File: config.mk
export PLATFORM = sky130hd
export DESIGN_NAME = conv_job_scheduler
export DESIGN_NICKNAME = d
export VERILOG_FILES = /design/src/rtl/conv_job_scheduler.sv
export SDC_FILE = /design/constraint.sdc
export NUM_CORES = 1
export LEC_CHECK = 0
export CORE_MARGIN = 2
export CORE_UTILIZATION = 59
export CTS_CLUSTER_DIAMETER = 120
export DETAILED_ROUTE_END_ITERATION = 10
export PLACE_DENSITY = 0.86
export SLEW_MARGIN = 25
export SYNTH_ARGS = -nofsm -noshare
export SYNTH_HDL_FRONTEND = slang
export SYNTH_SLANG_ARGS = --single-unit
export TNS_END_PERCENT = 10
File: constraint.sdc
create_clock -name clk -period 5.7 [get_ports clk]
set_input_delay 1.14 -clock clk [delete_from_list [all_inputs] [get_ports clk]]
set_output_delay 1.14 -clock clk [all_outputs]
set_load 0.01 [all_outputs]
File: src/rtl/conv_job_scheduler.sv
// Convolution job sequencer: walks output rows, loads line-buffer windows and issues two-result engine jobs.
// Optional CONV_SCHED_PERF_EN adds a saturating busy-cycle counter on perf_cycles.
module conv_job_scheduler #(
  parameter int DIM_W  = 4,
  parameter int ADDR_W = 5
) (
  input  logic              clk,
  input  logic              rst,
  input  logic              cfg_valid,
  output logic              cfg_ready,
  input  logic [1:0]        cfg_stride,
  input  logic [DIM_W-1:0]  cfg_img_w,
  input  logic [DIM_W-1:0]  cfg_img_h,
  input  logic [ADDR_W-1:0] cfg_dest_base,
  output logic              lb_load,
  output logic [DIM_W-1:0]  lb_row_base,
  input  logic              lb_load_done,
  output logic              eng_start,
  output logic [1:0]        eng_stride,
  output logic [ADDR_W-1:0] eng_dest_addr,
  output logic              eng_single,
  input  logic              eng_done,
  output logic              busy,
  output logic              frame_done,
  output logic              err_cfg
`ifdef CONV_SCHED_PERF_EN
  ,
  output logic [15:0]       perf_cycles
`endif
);

  // state | meaning
  // IDLE  | accepting config
  // LOAD  | line buffer loading the three source rows of output row oy
  // ISSUE | one-cycle engine job start for columns ox, ox+1
  // WAIT  | waiting for engine completion
  // DONE  | one-cycle end-of-frame pulse
  typedef enum logic [2:0] {S_IDLE, S_LOAD, S_ISSUE, S_WAIT, S_DONE} state_t;

  state_t state, state_nxt;

  logic [1:0]        stride_q;
  logic [DIM_W-1:0]  ow, oh, ox, oy;
  logic [ADDR_W-1:0] row_addr;
  logic [DIM_W-1:0]  w_m3, h_m3, ox_issue;
  logic              cfg_ok, accept, reject;
  logic              last_col, last_row, next_col, next_row, issue_load;

  assign cfg_ok   = (cfg_stride == 2'd1 || cfg_stride == 2'd2) &&
                    (cfg_img_w >= DIM_W'(3)) && (cfg_img_h >= DIM_W'(3));
  assign w_m3     = cfg_img_w - DIM_W'(3);
  assign h_m3     = cfg_img_h - DIM_W'(3);
  assign accept   = (state == S_IDLE) && cfg_valid && cfg_ok;
  assign reject   = (state == S_IDLE) && cfg_valid && !cfg_ok;

  // One extra bit so ox+2 cannot wrap past OW near the top of the range
  assign last_col = ({1'b0, ox} + (DIM_W+1)'(2)) >= {1'b0, ow};
  assign last_row = ({1'b0, oy} + (DIM_W+1)'(1)) >= {1'b0, oh};
  assign next_col = (state == S_WAIT) && eng_done && !last_col;
  assign next_row = (state == S_WAIT) && eng_done && last_col && !last_row;

  // Job outputs are registered on the edge into ISSUE, so use the column being moved to
  assign ox_issue   = next_col ? ox + DIM_W'(2) : ox;
  assign issue_load = next_col || ((state == S_LOAD) && lb_load_done);

  always_comb begin
    state_nxt = state;
    case (state)
      S_IDLE:  if (accept) state_nxt = S_LOAD;
      S_LOAD:  if (lb_load_done) state_nxt = S_ISSUE;
      S_ISSUE: state_nxt = S_WAIT;
      S_WAIT: begin
        if (eng_done) begin
          if (!last_col)      state_nxt = S_ISSUE;
          else if (!last_row) state_nxt = S_LOAD;
          else                state_nxt = S_DONE;
        end
      end
      S_DONE:  state_nxt = S_IDLE;
      default: state_nxt = S_IDLE;
    endcase
  end

  always_ff @(posedge clk or posedge rst) begin
    if (rst) state <= S_IDLE;
    else     state <= state_nxt;
  end

  always_ff @(posedge clk or posedge rst) begin
    if (rst) begin
      stride_q      <= '0;
      ow            <= '0;
      oh            <= '0;
      ox            <= '0;
      oy            <= '0;
      row_addr      <= '0;
      lb_row_base   <= '0;
      lb_load       <= 1'b0;
      err_cfg       <= 1'b0;
      eng_stride    <= '0;
      eng_dest_addr <= '0;
      eng_single    <= 1'b0;
    end else begin
      err_cfg <= reject;
      lb_load <= accept || next_row;
      if (accept) begin
        stride_q    <= cfg_stride;
        ow          <= ((cfg_stride == 2'd2) ? (w_m3 >> 1) : w_m3) + DIM_W'(1);
        oh          <= ((cfg_stride == 2'd2) ? (h_m3 >> 1) : h_m3) + DIM_W'(1);
        ox          <= '0;
        oy          <= '0;
        row_addr    <= cfg_dest_base;
        lb_row_base <= '0;
      end
      if (next_col) ox <= ox + DIM_W'(2);
      // Row start address and window base advance incrementally; no multiplier needed
      if (next_row) begin
        ox          <= '0;
        oy          <= oy + DIM_W'(1);
        row_addr    <= row_addr + ADDR_W'(ow);
        lb_row_base <= lb_row_base + DIM_W'(stride_q);
      end
      if (issue_load) begin
        eng_stride    <= stride_q;
        eng_dest_addr <= row_addr + ADDR_W'(ox_issue);
        eng_single    <= (ox_issue == ow - DIM_W'(1));
      end
    end
  end

  assign cfg_ready  = (state == S_IDLE);
  assign busy       = (state != S_IDLE);
  assign eng_start  = (state == S_ISSUE);
  assign frame_done = (state == S_DONE);

`ifdef CONV_SCHED_PERF_EN
  always_ff @(posedge clk or posedge rst) begin
    if (rst)                                          perf_cycles <= '0;
    else if (accept)                                  perf_cycles <= '0;
    else if (state != S_IDLE && perf_cycles != 16'hFFFF) perf_cycles <= perf_cycles + 16'd1;
  end
`endif

endmodule

==> qor.txt <==
Synth Net Count: 337
CTS tree: built
Die Wd: 70.8 µm
Grt ovf: 0
CTS Buf Count: 5
Sequential share of the synthesized area: 0.371
Post-DP HPWL: 4.15 mm
Initial Util: 0.609
Mapped Cells: 288
Worst Hold Launch: eng_dest_addr[2]
Post-CTS Setup Bufs: 0
CP Capture Type: flip-flop
Initial antenna violation count: 0
Final period util: 0.584
First-pass GRT wire length: 9.56 mm
EDFF count, synth: 0
Startpoint Class: input pin
R2r endpoint: eng_dest_addr[4]
Max IR drop VDD: 0.357 mV
DR WL/cell: 14.8 µm
Worst reg-to-reg path cell count: 11
Post-synth ARST share: 1.00
Type of the worst setup path: in -> reg
Vias post-DR: 2147
Outcome: completed
CTS Sinks: 39
Post-route DRC: 0
Fin Setup TNS: 0 ns
CP arrival: 3.53 ns
Yosys top cell area share: 0.371
Worst Tran Pin Value: 0.723 ns
Largest net degree at the start of global routing: 40
R2r setup slk: 2.73 ns
Total power: 0.00159 W
Top FF cell, synth: dfrtp_1
Core Rows: 24
CTS resizes: 0
ANT nets after route: 0
Clock slew at reported path FFs: 0.08 ns
Vias in the first global route: 2070
Avg Cell Area, Syn: 9.14 µm²
Setup Viol. Count Final: 0
Global Route Usage Sum: 0.241
Final Hold Fails: 0
Inserted Diodes: 0
Static Leak: 1.50 nW
Critical-path maximum fanout: 22
1st-iter DRT viols: 146
Nets: 373
Final core occ: 0.728
Netlist Area Pre-Place: 2630 µm²
Fin. max-slew vios: 0
Synthesis warning total: 0
Worst hold slack: 0.482 ns
Yosys reg bits: 39
GP Congestion: 0.805
Power Density: 506 nW/µm²
Layout cell share with drive strength beyond 1: 0.0800
Cts hold-fix bufs: 0
Core ar.: 4320 µm²
Maximum clock frequency: 0.300 GHz
Clock Skews: 0.00664 ns
Worst skew pair latency: 0.30 ns
Die area: 5010 µm²
Die Y: 70.8 µm
Worst endpoint required time: 5.90 ns
Routed vias/inst: 5.69
Top cells by area, synth: dfrtp_1, ha_1, nand2_1
Synth cell types: 50
Ports: 38
DR pass1 iterations: 4
Hold Path End: eng_dest_addr[2]
RSZ-0062 raised after global routing: false
Max_slew headroom: 0.517
Worst Hold Class: reg -> reg
Final min period: 3.33 ns
Final WL: 5.57 mm
R2R Path Start: ox[1]
Cell taking the most area after synthesis: dfrtp_1
Port bufs: 37
WHS Path Cells: 2
Clk Tree Root Cell: clkbuf_8
H-tree lvl count: 2
Clk buf depth: 2
Total of max-cap violations: 0
Most frequent cell after synthesis: nand2_1
Post-synth top cells: nand2_1, dfrtp_1, ha_1
Area Growth Syn to Fin: 19.7%
==> final cells by class <==
class	instances	area, µm²
clock buffers	5	68.8
clock inverters	3	43.8
fillers	345	1170
inverters	21	78.8
multi-input cells	219	1540
flip-flops and latches	39	976
well taps	52	65.1
repair buffers	38	378
==> metal layers <==
layer  vias to the layer above  GRT usage  wire [µm]
li1                       1074          -          -
met1                      1019      0.318       2510
met2                        48      0.402       2750
met3                         6     0.0385        215
met4                         0     0.0922         97
met5                         -          0          0
==> flip-flops by register name (all words and copies together) (netlist names) <==
name,flops
eng_dest_addr,5
row_addr,5
lb_row_base,4
oh,4
ow,4
oy,4
ox,3
state,3
eng_stride,2
stride_q,2
eng_single,1
err_cfg,1
lb_load,1
==> critical path, stage by stage <==
cell and delay [ns]:
clkdlybuf4s50_1 0.56, ha_1 0.26, nor3_1 0.06, nor3_1 0.36
nand3_1 0.61, o221a_2 0.52
==> cell families after synthesis <==
kind of cell	after synthesis	share of synthesized area
AND/OR/NAND/NOR	100	0.185
AO/OA/AOI/OAI	61	0.150
flip-flops	39	0.371
buffers and inverters	30	0.0466
adder cells (fa/ha/maj)	29	0.144
XOR/XNOR	18	0.0599
multiplexers	11	0.0447
==> power breakdown <==
part / switching (W) / internal [W] / leakage, nW
clock: 0.000105 / 0.000130 / 0.0581
combinational: 0.000440 / 0.000415 / 0.949
sequential: 0.000112 / 0.000391 / 0.493
total: 0.000657 / 0.000936 / 1.50
==> through the flow <==
step                      cells  area [µm²]  setup slack [ns]
after floorplan             288        2630              2.82
after global placement      369        3030              2.12
after detailed placement    369        3030              2.06
after CTS                   377        3140              2.41
after global routing        377        3150              2.21
final                       377        3150              2.37
==> worst max-delay path by stage <==
stage / cells after the start / startpoint / end
2_1_floorplan: 9 / eng_done / eng_dest_addr[4]
3_3_place_gp: 6 / cfg_img_w[0] / row_addr[4]
3_5_place_dp: 6 / cfg_img_w[0] / row_addr[4]
4_1_cts: 6 / cfg_img_w[0] / row_addr[4]
5_1_grt: 6 / cfg_img_w[0] / row_addr[4]
6_report: 6 / cfg_img_w[0] / row_addr[4]
==> placed cells by master (no fill, tap or decap), drive strengths merged, types with 7 or more instances in the layout <==
cell            n
o21ai          23
nand2          41
inv            21
nand2b          7
nor2           21
dfrtp          39
ha             27
clkdlybuf4s50  37
a21oi          10
nand3           9
xnor2          14
Power figures use the tool's default switching activity.
